### src/rtl/estado_tamagotchi.sv
// Plant-state producer for the main controller: debounced need classification with sticky death,
// plus a button-driven test sequence. Optional blink output guarded by ESTADO_ALERTA_EN.
module estado_tamagotchi #(
    parameter int unsigned TEST_HOLD_CYCLES  = 250000000,
    parameter int unsigned RESET_HOLD_CYCLES = 250000000,
    parameter int unsigned MIN_STABLE        = 4,
    parameter int unsigned DEATH_SECONDS     = 60
) (
    input  logic       clk,
    input  logic       reset,
    input  logic       passsecond,
    input  logic       botontest,
    input  logic       botonreset,
    input  logic [2:0] humedad,
    input  logic [2:0] nutricion,
    input  logic [2:0] energia,
    input  logic [2:0] mantenimiento,
    input  logic [2:0] cortado,
    input  logic       reposando,
    output logic [3:0] estado,
    output logic       estado_cambio,
    output logic       modo_test,
    output logic       alerta
);

    typedef enum logic [3:0] {
        FELIZ      = 4'b0000,
        CANSADO    = 4'b0001,
        DURMIENDO  = 4'b0010,
        HAMBRIENTO = 4'b0011,
        SEDIENTO   = 4'b0100,
        ABURRIDO   = 4'b0101,
        DESALINADO = 4'b0110,
        ENFERMO    = 4'b0111,
        MURIENDO   = 4'b1000,
        MUERTO     = 4'b1001,
        NORMAL     = 4'b1010
    } estado_t;

    localparam int unsigned TW = $clog2(TEST_HOLD_CYCLES + 1);
    localparam int unsigned RW = $clog2(RESET_HOLD_CYCLES + 1);
    localparam int unsigned SW = $clog2(MIN_STABLE + 1);
    localparam int unsigned DW = $clog2(DEATH_SECONDS + 1);

    localparam logic [TW-1:0] TMAX    = TW'(TEST_HOLD_CYCLES);
    localparam logic [TW-1:0] TMAX_M1 = TW'(TEST_HOLD_CYCLES - 1);
    localparam logic [RW-1:0] RMAX    = RW'(RESET_HOLD_CYCLES);
    localparam logic [RW-1:0] RMAX_M1 = RW'(RESET_HOLD_CYCLES - 1);
    localparam logic [SW-1:0] SMAX_M1 = SW'(MIN_STABLE - 1);
    localparam logic [DW-1:0] DMAX_M1 = DW'(DEATH_SECONDS - 1);

    estado_t       est_q, est_d, pend_q, pend_d, cand;
    logic          cambio_q, modo_q, modo_d, muerto_q, muerto_d;
    logic          ps_q, bt_q;
    logic [TW-1:0] tcnt_q, tcnt_d;
    logic [RW-1:0] rcnt_q, rcnt_d;
    logic [SW-1:0] scnt_q, scnt_d;
    logic [DW-1:0] dcnt_q, dcnt_d;
    logic [2:0]    n_crit;
    logic [1:0]    n_sick;
    logic          ps_edge, bt_fall, rst_fire, test_fire, long_release;

    assign ps_edge      = passsecond & ~ps_q;
    assign bt_fall      = bt_q & ~botontest;
    assign rst_fire     = botonreset && (rcnt_q == RMAX_M1);
    assign test_fire    = botontest && (tcnt_q == TMAX_M1);
    assign long_release = bt_fall && (tcnt_q == TMAX);

    always_comb begin
        n_crit = {2'b00, humedad <= 3'd1} + {2'b00, nutricion <= 3'd1}
               + {2'b00, energia <= 3'd1} + {2'b00, mantenimiento <= 3'd1};
        n_sick = {1'b0, humedad <= 3'd2} + {1'b0, nutricion <= 3'd2} + {1'b0, energia <= 3'd2};
        cand = NORMAL;
        if (muerto_q)                 cand = MUERTO;
        else if (n_crit >= 3'd3)      cand = MURIENDO;
        else if (n_sick >= 2'd2)      cand = ENFERMO;
        else if (reposando)           cand = DURMIENDO;
        else if (humedad <= 3'd4)     cand = SEDIENTO;
        else if (nutricion <= 3'd4)   cand = HAMBRIENTO;
        else if (energia <= 3'd4)     cand = CANSADO;
        else if (mantenimiento <= 3'd4) cand = ABURRIDO;
        else if (cortado <= 3'd4)     cand = DESALINADO;
        else if (humedad == 3'd7 && nutricion == 3'd7 && energia == 3'd7 &&
                 mantenimiento == 3'd7 && cortado == 3'd7)
                                      cand = FELIZ;
    end

    always_comb begin
        est_d    = est_q;
        pend_d   = pend_q;
        modo_d   = modo_q;
        muerto_d = muerto_q;
        scnt_d   = scnt_q;
        dcnt_d   = dcnt_q;
        tcnt_d   = '0;
        rcnt_d   = '0;

        // Hold counters saturate, so each hold fires once and needs a release to re-arm.
        if (botontest)  tcnt_d = (tcnt_q == TMAX) ? tcnt_q : tcnt_q + TW'(1);
        if (botonreset) rcnt_d = (rcnt_q == RMAX) ? rcnt_q : rcnt_q + RW'(1);

        if (rst_fire) begin
            modo_d   = 1'b0;
            muerto_d = 1'b0;
            est_d    = NORMAL;
            pend_d   = NORMAL;
            tcnt_d   = '0;
            scnt_d   = '0;
            dcnt_d   = '0;
        end else if (test_fire) begin
            modo_d = 1'b1;
            est_d  = FELIZ;
            scnt_d = '0;
        end else if (modo_q) begin
            scnt_d = '0;
            if (bt_fall && !long_release) begin
                if (est_q == MURIENDO)                         est_d = NORMAL;
                else if (est_q == NORMAL || est_q == MUERTO)   est_d = FELIZ;
                else                                           est_d = estado_t'(est_q + 4'd1);
            end
        end else begin
            if (cand == MURIENDO) begin
                if (ps_edge) begin
                    dcnt_d = dcnt_q + DW'(1);
                    if (dcnt_q == DMAX_M1) muerto_d = 1'b1;
                end
            end else begin
                dcnt_d = '0;
            end

            if (cand == est_q) begin
                scnt_d = '0;
            end else if (muerto_q) begin
                est_d  = MUERTO;
                scnt_d = '0;
            end else if (scnt_q == '0 || cand != pend_q) begin
                pend_d = cand;
                if (MIN_STABLE <= 1) begin
                    est_d  = cand;
                    scnt_d = '0;
                end else begin
                    scnt_d = SW'(1);
                end
            end else if (scnt_q == SMAX_M1) begin
                est_d  = cand;
                scnt_d = '0;
            end else begin
                scnt_d = scnt_q + SW'(1);
            end
        end
    end

    always_ff @(posedge clk or posedge reset) begin
        if (reset) begin
            est_q    <= NORMAL;
            pend_q   <= NORMAL;
            cambio_q <= 1'b0;
            modo_q   <= 1'b0;
            muerto_q <= 1'b0;
            ps_q     <= 1'b0;
            bt_q     <= 1'b0;
            tcnt_q   <= '0;
            rcnt_q   <= '0;
            scnt_q   <= '0;
            dcnt_q   <= '0;
        end else begin
            est_q    <= est_d;
            pend_q   <= pend_d;
            cambio_q <= (est_d != est_q);
            modo_q   <= modo_d;
            muerto_q <= muerto_d;
            ps_q     <= passsecond;
            bt_q     <= botontest;
            tcnt_q   <= tcnt_d;
            rcnt_q   <= rcnt_d;
            scnt_q   <= scnt_d;
            dcnt_q   <= dcnt_d;
        end
    end

    assign estado        = est_q;
    assign estado_cambio = cambio_q;
    assign modo_test     = modo_q;

`ifdef ESTADO_ALERTA_EN
    logic alerta_q;

    always_ff @(posedge clk or posedge reset) begin
        if (reset)
            alerta_q <= 1'b0;
        else if (modo_q || !(est_q inside {ENFERMO, MURIENDO, MUERTO}))
            alerta_q <= 1'b0;
        else if (ps_edge)
            alerta_q <= ~alerta_q;
    end

    assign alerta = alerta_q;
`else
    assign alerta = 1'b0;
`endif

endmodule

### config.mk
export PLATFORM = sky130hd
export DESIGN_NAME = estado_tamagotchi
export DESIGN_NICKNAME = d
export VERILOG_FILES = /design/src/rtl/estado_tamagotchi.sv
export SDC_FILE = /design/constraint.sdc
export NUM_CORES = 1
export LEC_CHECK = 0
export CELL_PAD_IN_SITES_DETAIL_PLACEMENT = 0
export CELL_PAD_IN_SITES_GLOBAL_PLACEMENT = 1
export CORE_MARGIN = 2
export CORE_UTILIZATION = 45
export DETAILED_ROUTE_END_ITERATION = 6
export PLACE_DENSITY_LB_ADDON = 0.1
export SETUP_SLACK_MARGIN = 0.15
export SYNTH_ARGS = -nofsm -noshare
export SYNTH_HDL_FRONTEND = slang
export SYNTH_SLANG_ARGS = --single-unit
### constraint.sdc
create_clock -name clk -period 4 [get_ports clk]
set_input_delay 0.8 -clock clk [delete_from_list [all_inputs] [get_ports clk]]
set_output_delay 0.8 -clock clk [all_outputs]
set_load 0.005 [all_outputs]
==> Yosys cells after proc, flatten, opt, wreduce, memory -nomap -nowiden <==
Cells that the tools add are included.
{ "classes": {"n_mux": 51, "add_sub_neg": 10, "n_reduce_logical": 20, "order_cmp": 14, "n_bitwise": 4, "eq_ne": 25} }
{ "ops": {"columns": ["cell", "n"], "rows": [
  ["28-bit two-way mux", 5],
  ["28-bit equality test (second input constant)", 4],
  ["4-bit two-way mux", 26],
  ["28-bit by 1-bit adder with 28-bit output (second input constant)", 2],
  ["6-bit two-way mux", 5],
  ["3-bit two-way mux", 7],
  ["4-bit equality test (second input constant)", 4],
  ["3-bit equality test (second input constant)", 5],
  ["3-bit less-or-equal comparator (second input constant)", 5],
  ["3-bit by 1-bit less-or-equal comparator with 1-bit output (second input constant)", 4],
  ["5-bit AND reduction", 2],
  ["2-bit nonzero test", 5],
  ["3-bit by 2-bit less-or-equal comparator with 1-bit output (second input constant)", 3],
  ["1-bit logical AND", 8],
  ["1-bit two-way mux", 8],
  ["4-bit != test", 2],
  ["6-bit by 1-bit adder with 6-bit output (second input constant)", 1],
  ["6-bit equality test (second input constant)", 1],
  ["2-bit != test (second input constant)", 3],
  ["3-bit != test (second input constant)", 2],
  ["1-bit by 1-bit adder with 2-bit output", 2],
  ["4-bit by 1-bit adder with 4-bit output (second input constant)", 1],
  ["4-bit equality test", 1],
  ["2-bit by 1-bit != test with 1-bit output (second input constant)", 2],
  ["other kinds (13)", 16]
]} }
{ "totals": {"in_bits": 21, "regBits": 78, "word_cells": 135, "out_inout_bits": 7} }

==> Longest topological paths before layout <==
{ "depth": {"depth_word": 24, "ltp_mapped": 14, "ltp_nobuf": 13} }

==> Worst setup path after synthesis <==
OpenSTA, ideal clock, no wires.
{ "synth_timing": {"path_kind": "input -> register", "start": "input humedad[1]", "end": "register est_q[2] (netlist: estado[2])", "n_path_buf": 1, "arrival_time_ns": 4.089, "slack_ns": -0.162, "t_required_ns": 3.927, "stages": 14, "setup_time_ns": 0.073, "cell_sequence": "or2_2 > fa_1 > inv_1 > ha_1 > ha_1 > and3b_1 > or3_1 > buf_2 > a31oi_4 > xor2_1 > or4b_4 > nor2_8 > a2bb2o_4 > a21oi_2"} }
{ "synth_between": {"elab_chain_cells": 23, "word_cells_on_any_way": 35, "classes_between": "add/sub: 5; order compare: 5; eq/ne: 3; mux: 17; reduce/logical: 5"} }
{ "synth_lines": {"columns": ["element", "line", "rtl"], "rows": [
  ["start: declaration", "14", "input logic [2:0] humedad,"],
  ["branches (longest 13 deep; another with 3-bit by 1-bit less-or-equal comparator with 1-bit output)", null, null],
  ["4-bit two-way mux *", "75", "else if (n_crit >= 3'd3) cand = MURIENDO;"],
  ["4-bit two-way mux *", "74", "if (muerto_q) cand = MUERTO;"],
  ["4-bit != test", "136", "end else if (scnt_q == '0 || cand != pend_q) begin"],
  ["1-bit logical OR", "136", null],
  ["4-bit two-way mux", "136", null],
  ["4-bit two-way mux", "133", "end else if (muerto_q) begin"],
  ["4-bit two-way mux *", "131", "if (cand == est_q) begin"],
  ["4-bit two-way mux *", "114", "end else if (modo_q) begin"],
  ["4-bit two-way mux *", "110", "end else if (test_fire) begin"],
  ["4-bit two-way mux *", "102", "if (rst_fire) begin"],
  ["named net est_d[2]", "52", "estado_t est_q, est_d, pend_q, pend_d, cand;"],
  ["end signal: assignment", "167", "est_q <= est_d;"],
  ["end: declaration", "52", null]
]} }
Mark *: on every way through the listed nets, which the timed path passes.
A chain may end at the register's enable or synchronous reset.

==> Worst setup path after layout <==
{ "layout_timing": {"start": "input humedad[2]", "end": "register pend_q[2]"} }
{ "layout_between": {"elab_chain_cells": 19, "word_cells_on_any_way": 37, "classes_between": "add/sub: 5; order compare: 5; eq/ne: 4; mux: 16; reduce/logical: 7"} }
{ "layout_lines": {"columns": ["element", "line", "rtl"], "rows": [
  ["branches (longest 13 deep; another with 3-bit by 1-bit less-or-equal comparator with 1-bit output)", null, null],
  ["4-bit two-way mux *", "75", null],
  ["4-bit two-way mux *", "74", null],
  ["branches (longest 4 deep; another with 4-bit two-way mux)", null, null],
  ["end signal: assignment", "168", "pend_q <= pend_d;"],
  ["end: declaration", "52", null]
]} }
Mark *: on every way between the ends. The select of a mux whose other input is x is not followed.

==> impl_metrics.py <==
metrics = {
    "routing": {
        "route.vias.total": 4383,
        "wl_per_cell_um": 15.55,
        "drt_iter0_drc": 345,
        "dr.pass1.iters": 5,
        "wl_um": 12010,
        "ant_nets": 0,
        "vias_per_cell": 5.677,
        "drc": 0,
    },
    "cts": {
        "cts_buffer_depth": 2,
        "cts.clk_slew.worst_paths_ns": 0.09,
        "h-tree-depth": 3,
        "clock-sinks": 78,
        "holdBufCountCts": 0,
        "clock_latency_ns": 0.36,
        "root_buffer": "clkbuf_8",
        "cts_made_buffers": 9,
        "cts_tree": "built",
    },
    "sta": {
        "rsz0062_at_grt": "true",
        "fin_hold_ws_ns": 0.4904,
        "relSlewSlack_pct": 34.82,
        "fmax_mhz": 262.5,
        "fin_crit_ns": 3.809,
        "finalClockSkew_ns": 0.01431,
        "hold_viol": 0,
        "fin_crit_sh_pct": 95.24,
        "slew_viol_final": 0,
        "finalWorstSetupSlack_ns": 0.1906,
        "finalSetupViolations": 0,
        "worst_pin_slew_ns": 0.9765,
    },
    "run": {
        "maxCapViolCount": 0,
    },
    "power_and_ir_drop": {
        "ir_drop_mv": 0.1687,
        "clockPowerShare_pct": 27.1,
        "p_int_mw": 1.415,
        "power_frac_seq_pct": 44.0,
        "switching_power_mw": 0.6820,
        "combPwrFrac_pct": 28.9,
        "p_sw_share_pct": 32.53,
        "leakagePower_nw": 2.417,
        "cellPowerDensity_nw_per_um2": 355.9,
    },
    "die": {
        "dieArea_um2": 11900,
        "core_um2": 10790,
        "dieWidth_um": 109.1,
        "ioPinCount": 28,
        "rows": 38,
        "chipHeight_um": 109.1,
        "start_util_pct": 46.04,
    },
    "global_route": {
        "grt_max_degree": 58,
        "track_usage_pct": 21.44,
        "grt_first_pass_wirelength_um": 20320,
        "grt-ovfl-total": 0,
        "grt_pass1_vias": 4323,
        "antenna_found_initial": 0,
    },
    "placed_design": {
        "place_area_um2": 5609,
        "post-place-ws_ns": -0.7766,
        "gp_congestion": 0.9160,
        "hpwlAfterDp_um": 8666,
        "portBuffers": 26,
    },
    "yosys": {
        "ys_async_sr_fraction_pct": 100.0,
        "yosysUniqueCellTypes": 78,
        "synth_area_um2": 4969,
        "synth-main-ff-cell": "dfrtp_1",
        "ys_warn_count": 0,
        "syn_inst": 569,
        "synth-edff-count": 0,
        "synth_seq_cells": 78,
        "synth_seq_area_share_pct": 39.39,
        "synth_nets": 606,
        "syn_area_per_cell_um2": 8.732,
    },
    "setup_path": {
        "required_ns": 4.27,
        "worstSetupStartpoint": "humedad[2]",
        "cp-start-kind": "primary input",
        "crit_type": "in2reg",
        "critPathMaxFanout": 5,
        "arrival_ns": 4.08,
        "r2r-start": "estado[1]",
        "cp-end-kind": "flop",
    },
    "finish": {
        "nets": 664,
        "fin_area_um2": 5891,
        "antennaDiodeCount": 0,
        "final_cell_mix": "nor2_1 (76), dfrtp_1 (74), nand2_1 (42), buf_4 (38), o21ai_0 (33)",
        "final_layout_size_suffix_gt1_share_pct": 16.77,
        "fillCellCount": 1003,
        "layout_commonest_cell": "nor2_1",
        "syn2layout_area_growth_pct": 18.56,
    },
    "hold_path": {
        "min_from": "dcnt_q[5]",
        "hp-class": "reg2reg",
    },
    "status": {
        "outcome": "finished clean",
    },
}
-- state kept, by name, summed over array words and instances, names as in the netlist --
| signal | count |
|---|---|
| ps_q | 1 |
| dcnt_q | 6 |
| bt_q | 1 |
| modo_test | 1 |
| pend_q | 4 |
| scnt_q | 3 |
| estado_cambio | 1 |
| tcnt_q | 28 |
| estado | 4 |
| muerto_q | 1 |
| rcnt_q | 28 |
-- power groups by stage --
stage          sequential [mW]  clock (mW)  combinational [mW]
6_report                 0.923       0.567               0.607
5_1_grt                  0.930       0.610               0.662
4_1_cts                  0.918       0.583               0.571
3_5_place_dp             0.934           0               0.547
3_3_place_gp             0.932           0               0.535
2_1_floorplan            0.892           0               0.377
-- cells by family (layout without fill, tap and decap cells) --
family                   after synthesis  in the layout  share of synthesized area [%]
flip-flops                            78             78                          39.39
buffers and inverters                 41            104                          3.223
XOR/XNOR                              47             47                          8.285
multiplexers                           3              3                         0.6044
other                                  1              1                        0.07548
AO/OA/AOI/OAI                        113            113                          15.66
adder cells (fa/ha/maj)               16             16                          4.180
AND/OR/NAND/NOR                      270            270                          28.58
-- path summary, 6_finish.rpt --
path                       cells after the start             to  slack (ns)
min                                            1      dcnt_q[5]        0.49
max in group asynchronous                      3     tcnt_q[23]        2.25
max                                           15      pend_q[2]        0.19
max reg2reg                                    8  estado_cambio        1.20
min reg2reg                                    1      dcnt_q[5]        0.49
min in group asynchronous                      2     rcnt_q[20]        0.96
-- synthesized netlist by cell type, drive strengths merged (8+ instances only) --
master	count	area share, %
and3	10	1.3
or3	15	1.9
nor4	9	1.1
ha	15	3.8
dfrtp	74	37
nor3	20	2.1
nand3	32	3.2
o21ai	39	3.9
nand4	17	2.1
a21oi	27	2.8
nand2	42	3.2
xnor2	22	3.9
nor2	78	6.2
inv	23	1.7
or2	12	1.5
nor2b	8	1.0
clkbuf	14	1.1
xor2	25	4.4
-- through the flow --
stage                     TNS [ns]  utilization, %  power (mW)  std cells
after floorplan            -0.8377               -       1.269        569
after global placement      -8.007           51.97       1.468        753
after detailed placement    -9.868           51.97       1.480        753
after CTS                        0           53.98       2.073        772
after global routing             0           54.58       2.202        772
final                            0           54.58       2.097        772
-- per-layer routing --
| layer | share of wire (%) | global-route usage, % | vias up |
|---|---|---|---|
| met4 | 1.7 | 8.425 | 0 |
| li1 | - | - | 2154 |
| met3 | 2.8 | 2.510 | 18 |
| met5 | 0 | 0 | - |
| met1 | 48 | 29.47 | 2145 |
| met2 | 48 | 34.56 | 66 |
-- critical path: stages --
cell and delay [ns]:
buf_6 0.09, or2_4 0.24, fa_1 0.55, inv_2 0.05, ha_4 0.17, ha_4 0.22
and3b_2 0.22, or3_4 0.37, buf_4 0.15, or3_4 0.33, mux2i_4 0.16, or3b_4 0.18
nor3_4 0.05, or3_1 0.35, a21oi_1 0.15
-- layout make-up --
type / instances / area (µm²) / area share, %
clock inverter: 3 / 17.52 / 0.2974
timing repair buffer: 64 / 521.8 / 8.857
inverter: 24 / 91.34 / 1.551
sequential: 78 / 1957 / 33.22
multi-input combinational: 450 / 2959 / 50.23
clock buffer: 13 / 168.9 / 2.867
tap: 140 / 175.2 / 2.974
-- repair_timing --
item                                    CTS  global route
endpoints found under the setup margin   15            12
buffers inserted                          3             0
endpoints found under the hold margin     0             0
pin swaps                                10             3
gates resized for setup                  30            13
(Power assumes the default switching activity.)
